$ cat src/rtl/alu_stage_pkg.sv
// Shared definitions for the Stage3 result collector: result-select codes,
// occupancy encoding of the output skid buffer and packet width helper.
package alu_stage_pkg;

   localparam logic [1:0] RES_ADD   = 2'b00;
   localparam logic [1:0] RES_LOGIC = 2'b01;
   localparam logic [1:0] RES_SHIFT = 2'b10;
   localparam logic [1:0] RES_SLT   = 2'b11;

   localparam int DATA_W_DEF = 32;
   localparam int REG_AW_DEF = 5;

   // Trailing flag bits in a packet: reg_write, zero, ovf_exc.
   localparam int PKT_FLAG_W = 3;

   typedef enum logic [1:0] {
      OCC_EMPTY = 2'd0,
      OCC_ONE   = 2'd1,
      OCC_TWO   = 2'd2
   } occ_state_e;

   function automatic int pkt_width(input int data_w, input int reg_aw);
      return data_w + reg_aw + PKT_FLAG_W;
   endfunction

endpackage

$ cat src/rtl/alu_result_stage_skid.sv
// Generic 2-entry valid/ready skid buffer with registered in_ready, async
// active-low reset and synchronous flush. Head entry drives out_data directly.
module skid_buffer2
   import alu_stage_pkg::*;
#(
   parameter int WIDTH = 8
) (
   input  logic             clk,
   input  logic             rst_n,
   input  logic             flush,
   input  logic             in_valid,
   output logic             in_ready,
   input  logic [WIDTH-1:0] in_data,
   output logic             out_valid,
   input  logic             out_ready,
   output logic [WIDTH-1:0] out_data,
   output logic [1:0]       dbg_state
);

   // Handshake: a beat moves on an edge where valid & ready are both high;
   // once valid is raised the data is held until that edge.
   occ_state_e       state_q, state_d;
   logic [WIDTH-1:0] head_q, head_d;
   logic [WIDTH-1:0] tail_q, tail_d;
   logic             in_ready_q, in_ready_d;
   logic             push, pop;

   assign out_valid = (state_q != OCC_EMPTY);
   assign out_data  = head_q;
   assign in_ready  = in_ready_q;
   assign dbg_state = state_q;

   always_comb begin
      state_d    = state_q;
      head_d     = head_q;
      tail_d     = tail_q;
      push       = in_valid & in_ready_q & ~flush;
      pop        = out_valid & out_ready;
      if (flush) begin
         state_d = OCC_EMPTY;
         head_d  = '0;
         tail_d  = '0;
      end else begin
         case (state_q)
            OCC_EMPTY: begin
               if (push) begin
                  state_d = OCC_ONE;
                  head_d  = in_data;
               end
            end
            OCC_ONE: begin
               if (push && pop) begin
                  head_d = in_data;
               end else if (push) begin
                  state_d = OCC_TWO;
                  tail_d  = in_data;
               end else if (pop) begin
                  state_d = OCC_EMPTY;
               end
            end
            OCC_TWO: begin
               // in_ready is low here, so only a pop can happen.
               if (pop) begin
                  state_d = OCC_ONE;
                  head_d  = tail_q;
               end
            end
            default: state_d = OCC_EMPTY;
         endcase
      end
      in_ready_d = (state_d != OCC_TWO);
   end

   always_ff @(posedge clk or negedge rst_n) begin
      if (!rst_n) begin
         state_q    <= OCC_EMPTY;
         head_q     <= '0;
         tail_q     <= '0;
         in_ready_q <= 1'b0;
      end else begin
         state_q    <= state_d;
         head_q     <= head_d;
         tail_q     <= tail_d;
         in_ready_q <= in_ready_d;
      end
   end

endmodule

$ cat src/rtl/alu_result_stage.sv
// Stage3 result collector: picks the execution-unit result, derives SLT, zero
// and the overflow trap, and registers the packet towards the memory stage.
module alu_result_stage
   import alu_stage_pkg::*;
#(
   parameter int DATA_W = DATA_W_DEF,
   parameter int REG_AW = REG_AW_DEF
) (
   input  logic              clk,
   input  logic              rst_n,
   input  logic              in_valid,
   output logic              in_ready,
   input  logic              flush,
   input  logic [1:0]        result_sel,
   input  logic [DATA_W-1:0] add_res,
   input  logic              add_ovf,
   input  logic              ovf_trap_en,
   input  logic [DATA_W-1:0] logic_res,
   input  logic [DATA_W-1:0] shift_res,
   input  logic [REG_AW-1:0] dest_reg,
   input  logic              reg_write,
   output logic              out_valid,
   input  logic              out_ready,
   output logic [DATA_W-1:0] out_result,
   output logic [REG_AW-1:0] out_dest,
   output logic              out_reg_write,
   output logic              out_zero,
   output logic              out_ovf_exc
);

   localparam int PKT_W = pkt_width(DATA_W, REG_AW);

   logic [DATA_W-1:0] sel_result;
   logic              slt_bit;
   logic              trap;
   logic              sel_zero;
   logic [PKT_W-1:0]  pkt_in;
   logic [PKT_W-1:0]  pkt_out;
   logic [1:0]        skid_state_unused;

   // Signed less-than: sign of the difference corrected by overflow.
   assign slt_bit = add_res[DATA_W-1] ^ add_ovf;

   always_comb begin
      sel_result = '0;
      case (result_sel)
         RES_ADD:   sel_result = add_res;
         RES_LOGIC: sel_result = logic_res;
         RES_SHIFT: sel_result = shift_res;
         RES_SLT:   sel_result = {{(DATA_W-1){1'b0}}, slt_bit};
         default:   sel_result = '0;
      endcase
   end

   assign trap     = (result_sel == RES_ADD) & add_ovf & ovf_trap_en;
   assign sel_zero = (sel_result == '0);
   assign pkt_in   = {sel_result, dest_reg, reg_write & ~trap, sel_zero, trap};

   skid_buffer2 #(
      .WIDTH(PKT_W)
   ) u_skid (
      .clk      (clk),
      .rst_n    (rst_n),
      .flush    (flush),
      .in_valid (in_valid),
      .in_ready (in_ready),
      .in_data  (pkt_in),
      .out_valid(out_valid),
      .out_ready(out_ready),
      .out_data (pkt_out),
      .dbg_state(skid_state_unused)
   );

   assign {out_result, out_dest, out_reg_write, out_zero, out_ovf_exc} = pkt_out;

endmodule

$ cat config.mk
export PLATFORM = sky130hd
export DESIGN_NAME = alu_result_stage
export DESIGN_NICKNAME = d
export VERILOG_FILES = /design/src/rtl/alu_stage_pkg.sv /design/src/rtl/alu_result_stage_skid.sv /design/src/rtl/alu_result_stage.sv
export SDC_FILE = /design/constraint.sdc
export NUM_CORES = 1
export LEC_CHECK = 0
export CAP_MARGIN = 0
export CORE_MARGIN = 3
export CORE_UTILIZATION = 36
export DETAILED_ROUTE_END_ITERATION = 8
export PLACE_DENSITY = 0.68
export SETUP_SLACK_MARGIN = 0.3
export SKIP_CTS_REPAIR_TIMING = 1
export SYNTH_ARGS = -nofsm -noshare
export SYNTH_HDL_FRONTEND = slang
export SYNTH_SLANG_ARGS = --single-unit
$ cat constraint.sdc
create_clock -name clk -period 2.05 [get_ports clk]
set_input_delay 0.205 -clock clk [delete_from_list [all_inputs] [get_ports clk]]
set_output_delay 0.205 -clock clk [all_outputs]
set_load 0.01 [all_outputs]
==> results of run 1 <==
worst max path at each step:
stage,slack (ns),endpoint
2_1_floorplan,0.25,u_skid.out_data[10]$_DFFE_PN0P_
3_3_place_gp,-0.25,u_skid.tail_q[1]$_DFFE_PN0P_
3_5_place_dp,-0.35,u_skid.out_data[38]$_DFFE_PN0P_
4_1_cts,-0.003,u_skid.out_data[25]$_DFFE_PN0P_
5_1_grt,0.1,u_skid.out_data[24]$_DFFE_PN0P_
6_report,0.16,u_skid.out_data[30]$_DFFE_PN0P_
sequential cells by signal, indices dropped and copies added (netlist names):
signal            cells
u_skid.out_data      40
u_skid.dbg_state      2
u_skid.tail_q        40
u_skid.in_ready       1
cells in the final DEF, fill, tap and decap left out, types with 3 or more instances in the layout:
cell,count
a211oi_1,26
a211oi_2,5
a21oi_1,56
a21oi_2,9
a2bb2oi_1,4
a2bb2oi_2,6
buf_12,10
buf_4,31
buf_6,8
clkbuf_16,16
clkdlybuf4s50_1,147
dfrtp_1,83
inv_2,3
mux2i_1,37
nand2_1,41
nand2_2,17
nand2_4,3
nand4_1,7
nor2_1,93
nor2b_4,3
o31ai_1,4
o31ai_2,15
o31ai_4,22
cell type report:
class / instances / area, sq um
clock inverter: 4 / 25.02
tap: 168 / 210.2
timing repair buffer: 210 / 2247
sequential: 83 / 2077
multi-input combinational: 377 / 2809
inverter: 4 / 15.01
antenna: 1 / 2.502
fill: 1014 / 4569
clock buffer: 12 / 256.5
critical path: cells and delay by family, from the launching register on:
kind / cells / cell delay (ns)
AO/OA/AOI/OAI: 3 / 0.45
adder cells (fa/ha/maj): 1 / 0.18
buffers and inverters: 3 / 0.41
flip-flops: 1 / 0.43
AND/OR/NAND/NOR: 2 / 0.30
power breakdown:
group	internal, mW	switching, mW	leakage [nW]	total, mW
Combinational	0.740	0.691	1.92	1.43
Clock	0.884	0.666	0.135	1.55
Sequential	1.75	0.0800	1.12	1.83
Total	3.38	1.44	3.18	4.81
cells in the mapped netlist, drive strengths merged:
master / n / area (sq um)
nor2: 94 / 352.8
dfrtp: 83 / 2077
a21oi: 65 / 351.6
nand2: 61 / 229.0
o31ai: 41 / 307.8
mux2i: 38 / 380.4
a211oi: 31 / 232.7
clkbuf: 28 / 105.1
buf: 17 / 101.4
a2bb2oi: 10 / 125.1
nand4: 7 / 43.79
o21ai: 5 / 25.02
ha: 4 / 50.05
inv: 4 / 15.01
nand2b: 3 / 18.77
and4: 2 / 17.52
nand3: 2 / 10.01
nor2b: 2 / 20.02
xor2: 2 / 17.52
a2111oi: 1 / 8.760
a221oi: 1 / 8.760
and3: 1 / 6.260
mux4: 1 / 22.52
nand3b: 1 / 7.510
nor3: 1 / 5.000
nor3b: 1 / 7.510
nor4b: 1 / 15.01
or3: 1 / 6.260
metal layers:
layer,global-route usage,vias up
li1,-,2171
met3,0.03541,33
met2,0.3432,213
met1,0.2488,2408
met5,0,-
met4,0.06734,0
logic make-up after synthesis:
family                     count (synthesis)  synth area share
muxes                                     39           0.08819
and+or+nand+nor                          177            0.1619
xor gates and xnor gates                   2          0.003835
adders and majority gates                  4           0.01096
DFF                                       83            0.4547
buffers and inverters                     49           0.04848
AOI/OAI and AO/OA                        154            0.2320
metrics by stage:
stage / instances / setup slack (ns) / TNS, ns / hold slack (ns) / cell area (sq um)
final: 859 / 0.1602 / 0 / 0.2448 / 7642
after CTS: 833 / -0.002994 / -0.004959 / -0.1308 / 6730
after detailed placement: 817 / -0.3505 / -10.33 / 0.2251 / 6449
after global routing: 859 / 0.09716 / 0 / 0.2805 / 7642
after floorplan: 508 / 0.2519 / 0 / -0.09059 / 4631
after global placement: 817 / -0.2515 / -5.213 / 0.2296 / 6449
==> results.json, run 1 <==
{
  "status": "completed",
  "final_nets": 800,
  "syn_nets": 623,
  "netlist_area_sq_um": 4568,
  "fp.dieH_um": 118.6,
  "num_vias": 4825,
  "cts.sinks": 83,
  "port_buffers": 152,
  "die-area_sq_um": 14080,
  "ff2ff_path_depth": 9,
  "cts_buffers": 9,
  "clock_latency_ns": 0.34,
  "clock_path_buffers": 2,
  "ys_ff_latch": 83,
  "maxSlewViolCount": 0,
  "dr_wl_met2_um": 9203,
  "slew-limit-headroom": 0.4372,
  "setup.worst_path.class": "flop to flop",
  "place_hpwl_um": 10150,
  "via_per_inst": 5.617,
  "min-delay-path-class": "input port to flop",
  "cts_max_level": 3,
  "start_util": 0.3741,
  "wl_per_cell_um": 20.49,
  "area_growth_pct": 67.30,
  "crit_fanout": 14,
  "grt_pass1_vias": 4412,
  "worstHoldPathCells": 4,
  "clkSlewWorstSetupHoldPaths_ns": 0.06,
  "rrSetupSlack_ns": 0.16,
  "ys_types": 34,
  "ant_nets": 0,
  "hold_viol_final": 0,
  "crit_arrival_ns": 2.13,
  "p_leak_nw": 3.175,
  "max-cap-violations": 0,
  "fin_total_pwr_mw": 4.814,
  "num_rows": 40,
  "syn_avg_cell_area_sq_um": 8.992,
  "slowest_stage": "dfrtp_1",
  "route.met3.wl_um": 1194,
  "grt_max_degree": 73,
  "cp-startpoint": "u_skid.dbg_state[1]$_DFF_PN0_",
  "grt_overflow_total": 0,
  "finalCritPeriodShare": 0.9218,
  "cts_tree": "built",
  "setup_viol": 0,
  "worst_pin_slew_ns": 0.8442,
  "period_needed_ns": 1.890,
  "core_area_sq_um": 12210,
  "final_util": 0.6258,
  "die_x_um": 118.6,
  "track_usage": 0.1981,
  "syn_inst": 508,
  "seq_area_frac_synth": 0.4547,
  "min_to": "u_skid.dbg_state[1]$_DFF_PN0_",
  "critPathCaptureType": "flop",
  "cpPeakStageDelay_ns": 0.43,
  "vdd_drop_max_mv": 0.4305,
  "worstPathCellList": "inv_2, ha_4, nand2b_1, a21oi_2, o21ai_2, nor2b_4, buf_6, buf_12, o31ai_2",
  "pin_count": 153,
  "skew_ns": 0.007537,
  "worstHoldStart": "flush",
  "r2r_start": "u_skid.dbg_state[1]$_DFF_PN0_",
  "first_pass_iters": 5,
  "dr.max_layer_used": "met4",
  "drive_gt1_frac": 0.2420,
  "worstPathRequired_ns": 2.29,
  "drc": 0,
  "reg2reg_to": "u_skid.out_data[30]$_DFFE_PN0P_",
  "p_per_area_nw_per_um2": 630.0,
  "crit_path_start_kind": "flop",
  "drt_iter0_drc": 395,
  "gp_congestion": 0.7695,
  "cts_root_buf": "clkbuf_16",
  "max_freq_ghz": 0.5292,
  "routedLengthMet1_um": 6810,
  "routed_wl_um": 17600,
  "yosysWarnings": 0,
  "grt_pass1_wl_um": 22690,
  "antenna_found_initial": 1,
  "rsz0062_at_grt": "true"
}
Power figures use the tool's default switching activity.
==> inputs of run 2 (changes only) <==
--- a/config.mk
+++ b/config.mk
@@ -5,6 +5,7 @@
 export SDC_FILE = /design/constraint.sdc
 export NUM_CORES = 1
 export LEC_CHECK = 0
+export ABC_CLOCK_PERIOD_IN_PS = 2050
 export CAP_MARGIN = 0
 export CORE_MARGIN = 3
 export CORE_UTILIZATION = 36
==> results of run 2 <==
No change in the layout: final DEF, timing and power equal those of run 1.
==> inputs of run 3 (changes only) <==
--- a/config.mk
+++ b/config.mk
@@ -5,12 +5,12 @@
 export SDC_FILE = /design/constraint.sdc
 export NUM_CORES = 1
 export LEC_CHECK = 0
-export ABC_CLOCK_PERIOD_IN_PS = 2050
+export ABC_CLOCK_PERIOD_IN_PS = 2200
 export CAP_MARGIN = 0
 export CORE_MARGIN = 3
 export CORE_UTILIZATION = 36
 export DETAILED_ROUTE_END_ITERATION = 8
-export PLACE_DENSITY = 0.68
+export PLACE_DENSITY = 0.62
 export SETUP_SLACK_MARGIN = 0.3
 export SKIP_CTS_REPAIR_TIMING = 1
 export SYNTH_ARGS = -nofsm -noshare
==> constraint.sdc (replaced) <==
create_clock -name clk -period 2.2 [get_ports clk]
set_input_delay 0.22 -clock clk [delete_from_list [all_inputs] [get_ports clk]]
set_output_delay 0.22 -clock clk [all_outputs]
set_load 0.01 [all_outputs]
==> run 3 against run 2 <==
Effect of this change: non-clock buffer count fell by 21; worst setup slack improved by 0.14 ns; highest routed layer unchanged; combinational power fell by 22%; sequential power fell by 7%; sequential share of layout area rose by 2.7 points; largest power group unchanged; cell count fell by 2.7%; via count fell by 7.9%; maximum frequency fell by 0.49%.
==> results.json, run 3 (synthesized netlist as in run 1, its figures left out) <==
{
  "status": "completed",
  "num_vias": 4444,
  "worstPathRequired_ns": 2.44,
  "timing.final.ws_setup_ns": 0.3009,
  "grt_pass1_vias": 4312,
  "first_pass_iters": 4,
  "slowest_stage": "dfrtp_2",
  "worst_pin_slew_ns": 0.7018,
  "max_freq_ghz": 0.5266,
  "diodes": 0,
  "hold_ws_ns": 0.1279,
  "num_rows": 40,
  "maxSlewViolCount": 0,
  "worstPathCellList": "inv_2, ha_4, inv_2, and3_1, o21ai_2, nor2b_4, buf_4, buf_6, nand2_1, o31ai_1",
  "clkSlewWorstSetupHoldPaths_ns": 0.06,
  "period_needed_ns": 1.899,
  "cts.sinks": 83,
  "skew_ns": 0.006189,
  "max-cap-violations": 0,
  "grt_pass1_wl_um": 22390,
  "setup_viol": 0,
  "area_growth_pct": 52.10,
  "crit_fanout": 12,
  "dp_worst_setup_slack_ns": -0.1203,
  "crit_path_start_kind": "flop",
  "drc": 0,
  "start_util": 0.3741,
  "routed_wl_um": 15370,
  "clock_path_buffers": 2,
  "fin_area_sq_um": 6948,
  "cts_tree": "built",
  "via_per_inst": 5.316,
  "critPathBufInv": 4,
  "final_common_cell": "clkdlybuf4s50_1",
  "rsz0062_at_grt": "true",
  "fin_tns_setup_ns": 0,
  "fp.dieH_um": 118.6,
  "ant_nets": 0,
  "hold_viol_final": 0,
  "antenna_found_initial": 0,
  "multi_input_area_sq_um": 2372,
  "final_nets": 779,
  "cts_max_level": 3,
  "finalNonFillerCells": 836,
  "clock_latency_ns": 0.34,
  "pin_count": 153,
  "vdd_drop_max_mv": 0.4014,
  "grt_max_degree": 84,
  "finalCritPeriodShare": 0.8632,
  "track_usage": 0.1961,
  "placed_area_sq_um": 6336,
  "gp_congestion": 0.7849,
  "fin_total_pwr_mw": 4.338,
  "min-delay-path-class": "input port to flop",
  "slew-limit-headroom": 0.5321,
  "mostFrequentLayoutCells": "clkdlybuf4s50_1 (148), nor2_1 (93), dfrtp_1 (82)",
  "dp.cells": 806,
  "crit_arrival_ns": 2.14,
  "p_leak_nw": 2.904,
  "die_x_um": 118.6,
  "cts_root_buf": "clkbuf_16",
  "drt_iter0_drc": 274,
  "die-area_sq_um": 14080,
  "port_buffers": 152,
  "worst_path_dominant_cell_family": "buffers and inverters",
  "cts_buffers": 9,
  "setup.worst_path.class": "flop to flop",
  "p_per_area_nw_per_um2": 624.3,
  "nFillCells": 1111,
  "grt_overflow_total": 0,
  "regArea_sq_um": 2078,
  "critPathCaptureType": "flop",
  "place_hpwl_um": 9604,
  "drive_gt1_frac": 0.1332,
  "core_area_sq_um": 12210,
  "final_util": 0.5690,
  "cpPeakStageDelay_ns": 0.43,
  "critPathMostFrequentCell": "inv_2",
  "wl_per_cell_um": 18.38
}
-- run 3: path summary, 6_finish.rpt --
path,from,endpoint,slack (ns),cells after the start
worst max-delay path,u_skid.dbg_state[1]$_DFF_PN0_,u_skid.out_data[32]$_DFFE_PN0P_,0.30,10
worst max register to register,u_skid.dbg_state[1]$_DFF_PN0_,u_skid.out_data[32]$_DFFE_PN0P_,0.30,10
max in group asynchronous,rst_n,u_skid.dbg_state[1]$_DFF_PN0_,1.36,3
worst min-delay path,flush,u_skid.dbg_state[1]$_DFF_PN0_,0.13,2
worst min register to register,u_skid.out_data[5]$_DFFE_PN0P_,u_skid.out_data[5]$_DFFE_PN0P_,0.47,2
min in group asynchronous,rst_n,u_skid.out_data[30]$_DFFE_PN0P_,0.44,3
-- run 3: worst register-to-register path, cell delays in order, from the launching register on --
cell and delay, ns:
dfrtp_2 0.43, inv_2 0.09, ha_4 0.16, inv_2 0.05
and3_1 0.18, o21ai_2 0.19, nor2b_4 0.20, buf_4 0.17
buf_6 0.18, nand2_1 0.08, o31ai_1 0.07
-- run 3: cell type report --
| type | count | area share |
|---|---|---|
| clock buffer | 13 | 0.03746 |
| clock inverter | 2 | 0.005042 |
| inverter | 4 | 0.002161 |
| multi-input combinational | 377 | 0.3414 |
| sequential | 83 | 0.2991 |
| tap | 168 | 0.03025 |
| timing repair buffer | 189 | 0.2845 |
-- run 3: layer usage --
layer	GRT usage	wire length (um)	vias to the layer above
met5	0	0	-
met4	0.05938	318	0
met3	0.04498	894	25
met2	0.3247	7573	148
met1	0.2556	6578	2144
li1	-	-	2127
-- run 3: report_power, final --
part           internal [mW]  leakage, nW  switching, mW
Sequential              1.63         1.12         0.0631
Clock                  0.935        0.146          0.595
Combinational          0.587         1.64          0.523
Total                   3.16         2.90           1.18
